`src/rtl/scr1_tcm_port_arb.sv`:
```
// scr1_tcm_port_arb
//   Shares one single-port TCM SRAM between the core instruction (imem) and
//   data (dmem) SCR1 native req/ack interfaces. At most one SRAM access is
//   granted per cycle. dmem has fixed priority. Read data and responses come
//   back one cycle after the grant.
//
// Optional feature (macro SCR1_TCM_ARB_STARVE_EN):
//   When the macro is defined, a saturating counter tracks consecutive cycles
//   in which imem requested but was denied. Once it reaches STARVE_LIMIT, imem
//   wins over a legal dmem request. When the macro is undefined, dmem has
//   strict priority and imem may starve.
//
// Ports:
//   clk, rst_n                        core clock, async active-low reset
//   imem_req/addr                     instruction fetch request
//   imem_req_ack                      fetch accepted this cycle
//   imem_rdata/resp                   fetch data / response (IDLE, RDY, ER)
//   dmem_req/cmd/width/addr/wdata     data request
//   dmem_req_ack                      data request accepted this cycle
//   dmem_rdata/resp                   raw SRAM word / response
//   sram_ce/we/addr/be/wdata          SRAM strobe, write enable, word address,
//                                     byte enables, lane-replicated write data
//   sram_rdata                        SRAM read data, one cycle after strobe
`timescale 1ns/1ps

module scr1_tcm_port_arb #(
    parameter int TCM_ADDR_W   = 14,
    parameter int STARVE_LIMIT = 4
) (
    input  logic                  clk,
    input  logic                  rst_n,
    input  logic                  imem_req,
    input  logic [31:0]           imem_addr,
    output logic                  imem_req_ack,
    output logic [31:0]           imem_rdata,
    output logic [1:0]            imem_resp,
    input  logic                  dmem_req,
    input  logic                  dmem_cmd,
    input  logic [1:0]            dmem_width,
    input  logic [31:0]           dmem_addr,
    input  logic [31:0]           dmem_wdata,
    output logic                  dmem_req_ack,
    output logic [31:0]           dmem_rdata,
    output logic [1:0]            dmem_resp,
    output logic                  sram_ce,
    output logic                  sram_we,
    output logic [TCM_ADDR_W-1:0] sram_addr,
    output logic [3:0]            sram_be,
    output logic [31:0]           sram_wdata,
    input  logic [31:0]           sram_rdata
);

    localparam logic [1:0] RESP_IDLE = 2'd0;
    localparam logic [1:0] RESP_RDY  = 2'd1;
    localparam logic [1:0] RESP_ER   = 2'd2;

    logic dmem_illegal;
    logic force_imem;
    logic dmem_gnt;
    logic dmem_err;
    logic imem_gnt;

    logic        imem_pend;
    logic        dmem_rd_pend;
    logic        dmem_wr_pend;
    logic        dmem_er_pend;
    logic [31:0] imem_rdata_q;
    logic [31:0] dmem_rdata_q;

    // Address bits above the TCM window alias; imem low bits are don't-care.
    logic unused_addr_bits;
    assign unused_addr_bits = ^{imem_addr[31:TCM_ADDR_W+2], imem_addr[1:0],
                                dmem_addr[31:TCM_ADDR_W+2]};

    always_comb begin
        case (dmem_width)
            2'd0:    dmem_illegal = 1'b0;
            2'd1:    dmem_illegal = dmem_addr[0];
            2'd2:    dmem_illegal = |dmem_addr[1:0];
            default: dmem_illegal = 1'b1;
        endcase
    end

`ifdef SCR1_TCM_ARB_STARVE_EN
    logic [3:0] starve_cnt;

    // Gated by imem_req so a stale count never blocks dmem once imem backs off.
    assign force_imem = imem_req && (starve_cnt >= 4'(STARVE_LIMIT));

    always_ff @(posedge clk or negedge rst_n) begin
        if (!rst_n) begin
            starve_cnt <= 4'd0;
        end else if (imem_req && !imem_gnt) begin
            if (starve_cnt != 4'hF) starve_cnt <= starve_cnt + 4'd1;
        end else begin
            starve_cnt <= 4'd0;
        end
    end
`else
    localparam int UNUSED_STARVE_LIMIT = STARVE_LIMIT;
    assign force_imem = 1'b0;
`endif

    // Illegal dmem requests are acked without touching the SRAM, so imem can
    // use the slot in the same cycle. Reset masks every grant.
    assign dmem_gnt = rst_n && dmem_req && !dmem_illegal && !force_imem;
    assign dmem_err = rst_n && dmem_req && dmem_illegal;
    assign imem_gnt = rst_n && imem_req && !dmem_gnt;

    assign dmem_req_ack = dmem_gnt || dmem_err;
    assign imem_req_ack = imem_gnt;

    always_comb begin
        sram_ce    = 1'b0;
        sram_we    = 1'b0;
        sram_addr  = '0;
        sram_be    = 4'h0;
        sram_wdata = 32'h0;
        if (dmem_gnt) begin
            sram_ce   = 1'b1;
            sram_addr = dmem_addr[TCM_ADDR_W+1:2];
            if (dmem_cmd) begin
                sram_we = 1'b1;
                case (dmem_width)
                    2'd0: begin
                        sram_be    = 4'b0001 << dmem_addr[1:0];
                        sram_wdata = {4{dmem_wdata[7:0]}};
                    end
                    2'd1: begin
                        sram_be    = 4'b0011 << dmem_addr[1:0];
                        sram_wdata = {2{dmem_wdata[15:0]}};
                    end
                    default: begin
                        sram_be    = 4'hF;
                        sram_wdata = dmem_wdata;
                    end
                endcase
            end else begin
                sram_be = 4'hF;
            end
        end else if (imem_gnt) begin
            sram_ce   = 1'b1;
            sram_addr = imem_addr[TCM_ADDR_W+1:2];
            sram_be   = 4'hF;
        end
    end

    always_ff @(posedge clk or negedge rst_n) begin
        if (!rst_n) begin
            imem_pend    <= 1'b0;
            dmem_rd_pend <= 1'b0;
            dmem_wr_pend <= 1'b0;
            dmem_er_pend <= 1'b0;
            imem_rdata_q <= 32'h0;
            dmem_rdata_q <= 32'h0;
        end else begin
            imem_pend    <= imem_gnt;
            dmem_rd_pend <= dmem_gnt && !dmem_cmd;
            dmem_wr_pend <= dmem_gnt && dmem_cmd;
            dmem_er_pend <= dmem_err;
            if (imem_pend)    imem_rdata_q <= sram_rdata;
            if (dmem_rd_pend) dmem_rdata_q <= sram_rdata;
        end
    end

    // SRAM data is only valid in the response cycle; hold it afterwards so
    // rdata stays put through writes and idle cycles.
    assign imem_rdata = imem_pend    ? sram_rdata : imem_rdata_q;
    assign dmem_rdata = dmem_rd_pend ? sram_rdata : dmem_rdata_q;

    assign imem_resp = imem_pend ? RESP_RDY : RESP_IDLE;
    assign dmem_resp = (dmem_rd_pend || dmem_wr_pend) ? RESP_RDY :
                       dmem_er_pend ? RESP_ER : RESP_IDLE;

endmodule

```
`config.mk`:
```
export PLATFORM = sky130hd
export DESIGN_NAME = scr1_tcm_port_arb
export DESIGN_NICKNAME = d
export VERILOG_FILES = /design/src/rtl/scr1_tcm_port_arb.sv
export SDC_FILE = /design/constraint.sdc
export NUM_CORES = 1
export LEC_CHECK = 0
export CAP_MARGIN = 25
export CORE_MARGIN = 4
export CORE_UTILIZATION = 34
export DETAILED_ROUTE_END_ITERATION = 6
export PLACE_DENSITY = 0.91
export SLEW_MARGIN = 5
export SYNTH_ARGS = -nofsm -noshare
export SYNTH_HDL_FRONTEND = slang
export SYNTH_SLANG_ARGS = --single-unit
export TNS_END_PERCENT = 20
```
`constraint.sdc`:
```
create_clock -name clk -period 1.4 [get_ports clk]
set_clock_uncertainty 0.05 [all_clocks]
set_input_delay 0.14 -clock clk [delete_from_list [all_inputs] [get_ports clk]]
set_output_delay 0.14 -clock clk [all_outputs]
set_load 0.01 [all_outputs]
```
==> flow_summary.yaml, run 1 <==
die:
  core_sq_um: 9730
  boundaryPins: 257
  die_w_um: 108
  die_area_sq_um: 11600
  starting_density_of_the_core_pct: 34.6
  num_rows: 36
  die_height_um: 108
run:
  max_capacitance_violation_total: 0
setup_path:
  end_kind: "primary output"
  timing_worst_setup_path_type: "flop to primary output"
  startpoint_type: "flop"
  cp_max_fo: 7
  worst-endpoint-required_ns: 1.21
  timing.critical_path.arrival_ns: 1.60
run_status:
  violations: "negative hold slack, negative setup slack"
  status: "complete, but fails checks"
global_route:
  first_global_vias: 3975
  grt_start_max_net_pins: 64
  grtUsageTotal_pct: 23.3
  gr-total-overflow: 0
  antenna_found_initial: 1
  grt_pass1_wl_um: 20800
yosys:
  ys_warn_count: 0
  synth_seq_area_share_pct: 50.5
  synth-seq-cells: 68
  synth_fp_nets: 434
  post-synth-top-area-cell: "dfrtp_1"
  synthesized_netlist_cell_count: 299
  area_share_of_the_largest_cell_type_after_synthesis_pct: 50.5
  cell_area_after_synthesis_sq_um: 3370
  netlist-cell-type-count: 27
  synth.avg_cell_area_sq_um: 11.3
  synthTopCellsByArea: "dfrtp_1 (50%), mux2_2 (23%), nand2_1 (5.1%)"
power_and_ir_drop:
  ir_worst_vdd_v: 0.000794
  pwr_density_cell_nw_per_um2: 1050
  power.leakage_nw: 3.25
sta:
  worst_hold_slack_ns: -0.00391
  rsz0062_at_grt: "yes"
  worst-slew-pin-transition_ns: 0.809
  timing_hold_violations_final: 3
  achievable-frequency_mhz: 558
  final.setup.tns_ns: -21.00
  timing.final.crit_share_pct: 128
  maxSlewHeadroom_pct: 46.1
  report.final.slew_viol_count: 0
  final_period_minus_worst_setup_slack_ns: 1.79
  finalSetupViolCount: 86
  layout_setup_ws_ns: -0.391
routing:
  met1_length_um: 5070
  detail_route.first_pass.iterations: 4
  routed_via_density: 5.02
  met3WireLength_um: 890
  routedWlPerCell_um: 19.9
  topRoutingLayerUsed: "met4"
  drt_iter0_markers: 152
  drtAntennaViolNets: 0
  via_count: 3640
  drt_drc_violations_left: 0
  route.final.wire_length_um: 14400
  wl_met2_um: 7870
cts:
  clock_sinks: 68
  clockRootBuffer: "clkbuf_8"
  htreeDepth: 3
  cts_buffer_count: 9
  clk_path_buf_depth: 2
  cts.reportedPaths.clkPinSlew_ns: 0.08
  worst_skew_pair_later_pin_latency_ns: 0.33
  clock_tree_from_tritoncts: "built"
final_layout:
  filler_cell_count: 685
  multi_input_comb_area_sq_um: 1800
  syn_to_final_growth_pct: 101
  fin_nets: 721
  seq_area_sq_um: 1700
  final_layout_size_suffix_gt1_share_pct: 54.3
place:
  dp_hpwl_um: 9280
  place_congestion: 0.906
  io_buffer_count: 221
worst_hold_path:
  min-delay-path-class: "primary input to asynchronous set/reset pin"
layout make-up:
type / count / area share, %
clock buffers: 9 / 1.83
repair buffers: 298 / 42.4
multi-input cells: 207 / 26.6
clock inverters: 7 / 1.46
well taps: 133 / 2.46
diodes: 1 / 0.0370
flip-flops and latches: 68 / 25.2
inverters: 2 / 0.111
path summary, 6_finish.rpt:
check	slack, ns	cells past startpoint	from	endpoint
min in group clk	0.21	3	dmem_cmd	dmem_rd_pend$_DFF_PN0_
min	-0.004	2	rst_n	dmem_rdata_q[19]$_DFF_PN0_
max in group asynchronous	0.74	2	rst_n	dmem_rdata_q[1]$_DFF_PN0_
min reg2reg	0.46	1	imem_rdata_q[28]$_DFF_PN0_	imem_rdata_q[28]$_DFF_PN0_
max reg2reg	-0.01	5	imem_pend$_DFF_PN0_	imem_rdata_q[30]$_DFF_PN0_
max	-0.39	5	imem_pend$_DFF_PN0_	imem_rdata[30]
cell usage after synthesis:
| cell type | number |
|---|---|
| a21oi_1 | 8 |
| a21oi_2 | 1 |
| a22oi_1 | 4 |
| and2_0 | 1 |
| and2_1 | 3 |
| and3_1 | 9 |
| buf_2 | 15 |
| buf_4 | 3 |
| clkbuf_1 | 4 |
| conb_1 | 1 |
| dfrtp_1 | 68 |
| inv_1 | 2 |
| mux2_1 | 2 |
| mux2_2 | 70 |
| mux2i_1 | 16 |
| nand2_1 | 46 |
| nand2b_1 | 1 |
| nor2_1 | 21 |
| nor2b_1 | 1 |
| nor3_2 | 1 |
| o21a_1 | 1 |
| o21ai_0 | 1 |
| o21ai_1 | 1 |
| o21ai_2 | 1 |
| o21bai_1 | 1 |
| o22ai_1 | 14 |
| or2_2 | 3 |
critical path, stage by stage (launching register included):
cell and delay [ns]:
dfrtp_2 0.43, buf_12 0.14, buf_12 0.13, buf_6 0.12, mux2_4 0.31, buf_6 0.13
what timing repair did:
| action | in CTS | in global routing |
|---|---|---|
| gates cloned | 5 | 0 |
| hold endpoints to repair | 5 | 0 |
| resized for setup | 559 | 86 |
| buffers inserted | 27 | 14 |
| pin swaps | 9 | 3 |
| endpoints found under the setup margin | 122 | 118 |
| hold buffers | 1 | 0 |
state kept, by name, indices dropped and copies added (netlist names):
name / cells
dmem_wr_pend: 1
imem_rdata_q: 32
dmem_rdata_q: 32
dmem_rd_pend: 1
dmem_er_pend: 1
imem_pend: 1
layer usage:
| metal | global-route usage, % | up-vias |
|---|---|---|
| li1 | - | 1612 |
| met1 | 23.4 | 1784 |
| met2 | 45.8 | 201 |
| met3 | 5.70 | 43 |
| met4 | 7.94 | 0 |
| met5 | 0 | - |
stage by stage:
| stage | std cells | area, sq um | total power [mW] | setup WS (ns) | util [%] |
|---|---|---|---|---|---|
| 2_1_floorplan | 299 | 3370 | 3.39 | 0.101 | - |
| 3_3_place_gp | 663 | 5930 | 4.78 | -0.926 | 61.0 |
| 3_5_place_dp | 663 | 5930 | 4.90 | -1.11 | 61.0 |
| 4_1_cts | 710 | 6520 | 6.83 | -0.411 | 67.0 |
| 5_1_grt | 725 | 6770 | 7.45 | -0.440 | 69.6 |
| 6_report | 725 | 6770 | 7.14 | -0.391 | 69.6 |
power breakdown:
part / switching, mW / total, mW / internal (mW)
combinational: 1.17 / 2.85 / 1.68
sequential: 0.133 / 2.48 / 2.35
clock: 0.796 / 1.81 / 1.02
total: 2.10 / 7.14 / 5.04
placed cells by master, fill, tap and decap left out, types with 17 or more instances in the layout:
master,n
buf_2,39
buf_4,46
buf_6,75
clkbuf_2,18
clkdlybuf4s50_1,80
dfrtp_1,66
mux2_2,49
mux2_4,23
nand2_1,46
nor2_1,17
kinds of logic after synthesis:
family / share of synthesized area (%)
and+or+nand+nor: 11.1
other: 0.111
buffers and inverters: 3.56
muxes: 28.8
DFF: 50.5
AOI/OAI and AO/OA: 5.94
(Power assumes the default switching activity.)
==> run 2: changes to the inputs <==
- RECOVER_POWER: default -> 25
==> run 2 against run 1 <==
Worst setup slack worse by 0.00083 ns; die area stayed put; via count is 0.36% lower; critical path depth stayed put; routed wire length hardly changed; first-iteration DRC count is 2.0% lower; the run ends with negative setup slack left; critical endpoint unchanged; register-to-register slack hardly changed; cell area hardly changed; power hardly changed.
==> flow_summary.yaml, run 2 (synthesis results as in run 1) <==
setup_path:
  ff2ff_setup_slack_ns: -0.01
  timing.rr.start: "imem_pend$_DFF_PN0_"
  timing.critical_path.arrival_ns: 1.60
  cp_max_fo: 7
  worst-r2r-cell-count: 5
  crit_buf_inv: 4
  end_kind: "primary output"
  cpPeakStageDelay_ns: 0.43
  startpoint_type: "flop"
  worst-endpoint-required_ns: 1.21
  worst_path_max_delay_cell: "dfrtp_2"
  cp_top_family: "buffers and inverters"
  cp_cell_sequence: "buf_12, buf_12, buf_6, mux2_4, buf_6"
  crit-reg2reg-capture: "imem_rdata_q[30]$_DFF_PN0_"
  timing_worst_setup_path_type: "flop to primary output"
final_layout:
  final_layout_size_suffix_gt1_share_pct: 54.0
  top_library_cells_by_usage_in_the_layout_fill_and_taps_aside: "clkdlybuf4s50_1 (80), buf_6 (75), dfrtp_1 (66)"
  filler_cell_count: 685
  largest_registers: "dmem_rdata_q (32), imem_rdata_q (32)"
  finish.instance_area_sq_um: 6770
  most_frequent_standard_cell_in_the_layout_excluding_fill_and_tap_cells: "clkdlybuf4s50_1"
  syn_to_final_growth_pct: 101
  fin_nets: 721
  fin_cells: 725
die:
  core_sq_um: 9730
  die_w_um: 108
  num_rows: 36
  boundaryPins: 257
  die_area_sq_um: 11600
  die_height_um: 108
  starting_density_of_the_core_pct: 34.6
sta:
  worst-slew-pin-transition_ns: 0.871
  report.final.slew_viol_count: 0
  timing.final.crit_share_pct: 128
  timing_hold_violations_final: 0
  rsz0062_at_grt: "yes"
  finalSetupViolCount: 92
  final.setup.tns_ns: -21.36
  layout_setup_ws_ns: -0.391
  maxSlewHeadroom_pct: 41.9
  achievable-frequency_mhz: 558
  final_period_minus_worst_setup_slack_ns: 1.79
routing:
  routed_via_density: 5.00
  via_count: 3627
  detail_route.first_pass.iterations: 4
  drt_drc_violations_left: 0
  drtAntennaViolNets: 0
  drt_iter0_markers: 149
  routedWlPerCell_um: 19.9
  route.final.wire_length_um: 14400
cts:
  clock_tree_from_tritoncts: "built"
  clock_sinks: 68
  clk_path_buf_depth: 2
  worst_skew_pair_later_pin_latency_ns: 0.33
  htreeDepth: 3
  cts_buffer_count: 9
  clockRootBuffer: "clkbuf_8"
  cts.reportedPaths.clkPinSlew_ns: 0.08
worst_hold_path:
  min-delay-path-class: "primary input to asynchronous set/reset pin"
power_and_ir_drop:
  pwr_density_cell_nw_per_um2: 1060
  power.leakage_nw: 3.25
  ir_worst_vdd_v: 0.000795
run:
  max_capacitance_violation_total: 0
run_status:
  status: "complete, but fails checks"
  violations: "negative setup slack"
global_route:
  grtUsageTotal_pct: 23.3
  antenna_found_initial: 1
  gr-total-overflow: 0
  grt_pass1_wl_um: 20800
  first_global_vias: 3975
  grt_start_max_net_pins: 64
place:
  placed_area_sq_um: 5930
  place_congestion: 0.906
  dp.cells: 663
  dp_hpwl_um: 9280
  io_buffer_count: 221
## run 2: repair_timing
action	CTS	global route
gates resized for setup	559	86
hold endpoints to repair	5	0
pin swaps	9	3
setup buffers	27	14
gates cloned	5	0
setup endpoints to repair	122	118
hold buffers	1	0
## run 2: layer usage
layer  global-route usage [%]  wire (um)  vias up
li1                         -          -     1611
met1                     23.4       5080     1780
met2                     45.8       7880      195
met3                     5.70        884       41
met4                     7.94        563        0
met5                        0          0        -
## run 2: cell type report
class | count | area, sq um | area share [%]
clock buffers | 9 | 124 | 1.83
clock inverters | 7 | 98.8 | 1.46
flip-flops and latches | 68 | 1700 | 25.2
multi-input cells | 207 | 1800 | 26.6
inverters | 2 | 7.51 | 0.111
well taps | 133 | 166 | 2.46
diodes | 1 | 2.50 | 0.0370
repair buffers | 298 | 2860 | 42.3
## run 2: where the power goes
part | switching [mW] | internal (mW)
Combinational | 1.17 | 1.68
Clock | 0.796 | 1.02
Sequential | 0.133 | 2.35
Total | 2.10 | 5.04
## run 2: worst register-to-register path: stages (launching register included)
cell and delay [ns]:
dfrtp_2 0.43, buf_12 0.14, buf_12 0.13, buf_6 0.12
mux2_4 0.31, buf_4 0.14
## run 2: worst max path at each step
| stage | startpoint | endpoint | slack (ns) | cells after the start |
|---|---|---|---|---|
| 2_1_floorplan | imem_pend$_DFF_PN0_ | imem_rdata_q[4]$_DFF_PN0_ | 0.10 | 3 |
| 3_3_place_gp | dmem_width[0] | sram_addr[6] | -0.93 | 5 |
| 3_5_place_dp | dmem_width[0] | sram_addr[0] | -1.11 | 5 |
| 4_1_cts | imem_pend$_DFF_PN0_ | imem_rdata[23] | -0.41 | 5 |
| 5_1_grt | imem_pend$_DFF_PN0_ | imem_rdata[30] | -0.44 | 5 |
| 6_report | imem_pend$_DFF_PN0_ | imem_rdata[30] | -0.39 | 5 |
## run 2: through the flow
step / util [%] / power, mW / setup WS, ns / hold WS (ns)
floorplan: - / 3.39 / 0.101 / -0.206
global placement: 61.0 / 4.78 / -0.926 / 0.0629
detailed placement: 61.0 / 4.90 / -1.11 / 0.0669
CTS: 67.0 / 6.83 / -0.411 / 0.0286
global route: 69.5 / 7.44 / -0.440 / 0.233
finish: 69.5 / 7.14 / -0.391 / 0.172
==> edit 1, RTL diff (flow settings as in run 2) <==
`TCM_ADDR_W`: 14 -> 16.
--- a/src/rtl/scr1_tcm_port_arb.sv
+++ b/src/rtl/scr1_tcm_port_arb.sv
@@ -26,3 +26,3 @@
 module scr1_tcm_port_arb #(
-    parameter int TCM_ADDR_W   = 14,
+    parameter int TCM_ADDR_W   = 16,
     parameter int STARVE_LIMIT = 4
Interface: changed (resized sram_addr); port bits go from 257 to 259. No check against the original RTL was run, so the function may have changed too.
==> edit 1 against run 2 <==
  * The run still ends with negative setup slack left
  * Area after synthesis grew 1.2%
  * Sequential cell count is the same
  * Clock power shrank 13%
  * Register-to-register slack gained 0.05 ns
  * Synthesized cell count grew 2.3%
  * Worst setup slack gained 0.062 ns
  * Design area is essentially flat
  * Highest routed layer unchanged
  * Largest power group unchanged
  * Routed wire length grew 2.2%
  * Power shrank 2.5%
==> edit 1: results (changes against run 2) <==
syn avg cell area 11.1 um^2 (-1.2%); status complete, but fails checks; # diodes 0 (-1); PostCTS Resize Cnt 618 (+11%); 1st-iter DRT viols 145 (-2.7%); GRT met3 Usage 7.70% (+2.0 points); wire length on met3 1100 um (+24%); multi-input combinational area share 29.6% (+3.0 points); syn_nets 441 (+1.6%); largest net degree at the start of global routing 36 (-44%); Worst EP arrival 1.54 ns (-0.06 ns); M1 WL 5330 um (+5.0%); launch point of the worst reg-to-reg path dmem_rd_pend$_DFF_PN0_; via count 3,619 (-0.22%); met1 Track Usage GR 24.8% (+1.4 points); worst setup margin -0.329 ns (+0.0621 ns); layout cells sized above 1 53.1% (-0.84 points); Sw Ratio 29.6% (+0.27 points); crit path capture dmem_rdata[5]; comb_multi_in 216 (+4.3%); setup violators final 118 (+28%); multi-input logic area 2000 um^2 (+11%); routed len/inst 20.4 um (+2.6%); Filler cells 700 (+2.2%); failing checks negative setup slack; worst vdd ir 546 uV (-31%); DP Worst Slack -1.04 ns (+0.0674 ns); Total Power 6.96 mW (-2.5%); Setup TNS Final -24.43 ns (-3.07 ns); leakage power 3.26 nW (+0.39%); vias in the first global route 3,991 (+0.40%); leading post-synthesis cells by cell area dfrtp_1, mux2_2, nand2_1; dpl cells 674 (+1.7%); FF-to-FF setup slack 0.04 ns (+0.05 ns); CP top delay family flip-flops; PortBufs 227 (+2.7%); clkbuf count 10 (+1); crit-path max cell delay 0.46 ns (+0.03 ns); Reg-to-Reg End dmem_rdata_q[22]$_DFF_PN0_
edit 1: worst min-delay path by stage:
stage	start	endpoint	slack [ns]	depth (start not counted)
after floorplan	rst_n	dmem_er_pend$_DFF_PN0_	-0.21	0
after global placement	rst_n	dmem_rd_pend$_DFF_PN0_	0.18	2
after detailed placement	rst_n	dmem_rdata_q[6]$_DFF_PN0_	0.18	2
after CTS	dmem_cmd	dmem_rd_pend$_DFF_PN0_	0.18	3
after global routing	dmem_cmd	dmem_rd_pend$_DFF_PN0_	0.23	3
final	dmem_cmd	dmem_rd_pend$_DFF_PN0_	0.21	3
edit 1: logic make-up (layout without fill, tap and decap cells):
family | Yosys count | after routing | share of synthesized area, %
buffers and inverters | 25 | 305 | 3.74
other | 1 | 1 | 0.110
DFF | 68 | 68 | 49.9
and+or+nand+nor | 90 | 92 | 11.5
muxes | 88 | 88 | 28.5
AOI/OAI and AO/OA | 34 | 35 | 6.28
==> edit 2, RTL diff (flow settings as in run 2) <==
Made on the original files. Add a define of `SCR1_TCM_ARB_STARVE_EN`.
--- a/src/rtl/scr1_tcm_port_arb.sv
+++ b/src/rtl/scr1_tcm_port_arb.sv
@@ -24,2 +24,4 @@
 `timescale 1ns/1ps
+
+`define SCR1_TCM_ARB_STARVE_EN
 
Function: changed (a bounded check fails within 10 cycles, from zero or initial values and one cycle with rst_n low).
==> edit 2 against run 2 <==
  * Power rose by 1.9%
  * Global-route usage down 2.7 points
  * Area after synthesis grew 11%
  * Cell count up 0.28%
  * Design area is 4.8% higher
  * Sequential share of layout area up 0.30 points
  * Worst setup slack got worse by 0.25 ns
  * Largest cell class unchanged
  * Via count is essentially flat
  * Critical path type unchanged
  * Utilization down 3.9 points
  * Routed wire length is 3.4% lower
  * Sequential cell count up 4
  * The run still ends with negative setup slack left
  * Combinational power down 5%
  * Count of clock-buffer cells in the layout is 1 higher
==> edit 2: results (changes against run 2) <==
leading post-synthesis cells by cell area dfrtp_1, mux2_2, mux2i_1; synth cell count leaders mux2_2, dfrtp_1, nor2_1; GRT met3 Usage 5.45% (-0.24 points); Layout Nets 719 (-0.28%); vias in the first global route 3,879 (-2.4%); Worst-Skew Late Latency 0.34 ns; routed wire length 13,900 um (-3.4%); Syn Inst Count 318 (+6.4%); HPWL after detailed placement 9200 um (-0.82%); post-synthesis sequential area ratio 48.2% (-2.3 points); Global Route Usage Sum 20.6% (-2.7 points); top flop regs dmem_rdata_q (32), imem_rdata_q (32), starve_cnt (4); Filler cells 774 (+13%); met1 Track Usage GR 22.4% (-1.0 points); clock transition at the registers of the reported paths 0.07 ns; Reg-to-Reg End starve_cnt[3]$_DFFE_PN0P_; worst r2r path cells 6 (+1); worst setup margin -0.645 ns (-0.253 ns); FF-to-FF setup slack -0.26 ns (-0.25 ns); initial antenna violation count 1 (unchanged); Inserted Clock Buffers 9 (unchanged); ys async rst share 100% (unchanged); layout cells sized above 1 55.4% (+1.4 points); launch point of the worst reg-to-reg path starve_cnt[3]$_DFFE_PN0P_; PortBufs 221 (unchanged); Synth Warn # 0 (unchanged); 1st-iter DRT viols 97 (-35%); via count 3,626 (-0.028%); status complete, but fails checks; DRT Pass-1 Iters 4 (unchanged); largest net degree at the start of global routing 67 (+4.7%); Worst EP arrival 1.85 ns (+0.25 ns); H-tree levels 3 (unchanged); top_reg_cell synth dfrtp_1; dpl cells 690 (+4.1%); # diodes 0 (-1); worst-path fanout max 8 (+1); grt met2 use 38.2% (-7.6 points); CTS Root Cell clkbuf_8; min-delay src sram_rdata[28]; Worst Hold Class input port to flip-flop; Hold Crit Depth 2; Hold Path Sink dmem_rdata_q[28]$_DFF_PN0_; gpl congestion 0.846 (-6.7%); leakage power 3.34 nW (+2.8%); Rel. slew slack 44.7% (+2.8 points); setup violators final 128 (+39%); DP Worst Slack -0.900 ns (+0.205 ns); failing checks negative setup slack; syn_nets 454 (+4.6%); worst vdd ir 698 uV (-12%); post-synthesis cell type count 39 (+44%); first-pass GRT wire length 20,700 um (-0.43%); routed len/inst 19.1 um (-3.7%); clock tree buffer depth 2 (unchanged)
-- edit 2: through the flow --
stage / instance area [um^2] / hold WS, ns / utilization, % / setup TNS (ns)
after CTS: 6850 / 0.206 / 63.4 / -53.52
after floorplan: 3740 / -0.206 / - / -0.539
final: 7090 / 0.411 / 65.7 / -52.21
after detailed placement: 6330 / 0.0466 / 58.7 / -67.03
after global routing: 7090 / 0.398 / 65.7 / -69.11
after global placement: 6330 / 0.0486 / 58.7 / -62.48
-- edit 2: repair_timing --
action / CTS / global route
hold endpoints to repair: 6 / 0
setup endpoints to repair: 126 / 128
setup buffers: 13 / 3
resized for setup: 566 / 62
pin swaps: 16 / 5
hold buffers: 1 / 0
gates cloned: 7 / 0
-- edit 2: per-layer routing --
metal  up-vias  part of all wire (%)
met5         -                 0.093
li1       1646                     -
met1      1769                    37
met2       176                    53
met4         2                   2.8
met3        33                   7.3
-- edit 2: power by group --
part	internal, mW	total (mW)	switching, mW
Combinational	1.59	2.69	1.10
Clock	1.23	1.98	0.754
Sequential	2.48	2.61	0.126
Total	5.30	7.28	1.98
-- edit 2: cell type report --
type                            count  area share (%)
Tap cell                          140            2.47
Clock buffer                       10            1.94
Sequential cell                    72            25.5
Inverter                           11           0.618
Timing Repair Buffer              278            37.7
Multi-Input combinational cell    211            30.3
Clock inverter                      5            1.47
-- edit 2: cell families after synthesis --
family                   synth area share [%]
AO/OA/AOI/OAI                            6.72
XOR/XNOR                                0.234
adder cells (fa/ha/maj)                 0.335
buffers and inverters                    4.45
flip-flops                               48.2
multiplexers                             31.4
other                                   0.100
AND/OR/NAND/NOR                          8.53
-- edit 2: critical path, stage by stage (launching register included) --
cell       delay [ns]
dfrtp_2          0.46
o21ai_4          0.19
buf_6            0.12
o2111ai_4        0.16
buf_6            0.18
buf_16           0.15
a21oi_4          0.13
buf_6            0.12
-- edit 2: how the worst max path moves through the flow --
stage                                    startpoint        endpoint  slack, ns  cells past startpoint
after floorplan           starve_cnt[3]$_DFFE_PN0P_   sram_addr[10]      -0.04                      4
after global placement                 dmem_addr[0]      sram_be[1]      -0.85                      6
after detailed placement               dmem_addr[0]      sram_be[0]      -0.90                      6
after CTS                 starve_cnt[2]$_DFFE_PN0P_  sram_wdata[15]      -0.65                      7
after global routing      starve_cnt[3]$_DFFE_PN0P_  sram_wdata[13]      -0.71                      7
final                     starve_cnt[3]$_DFFE_PN0P_  sram_wdata[11]      -0.64                      7
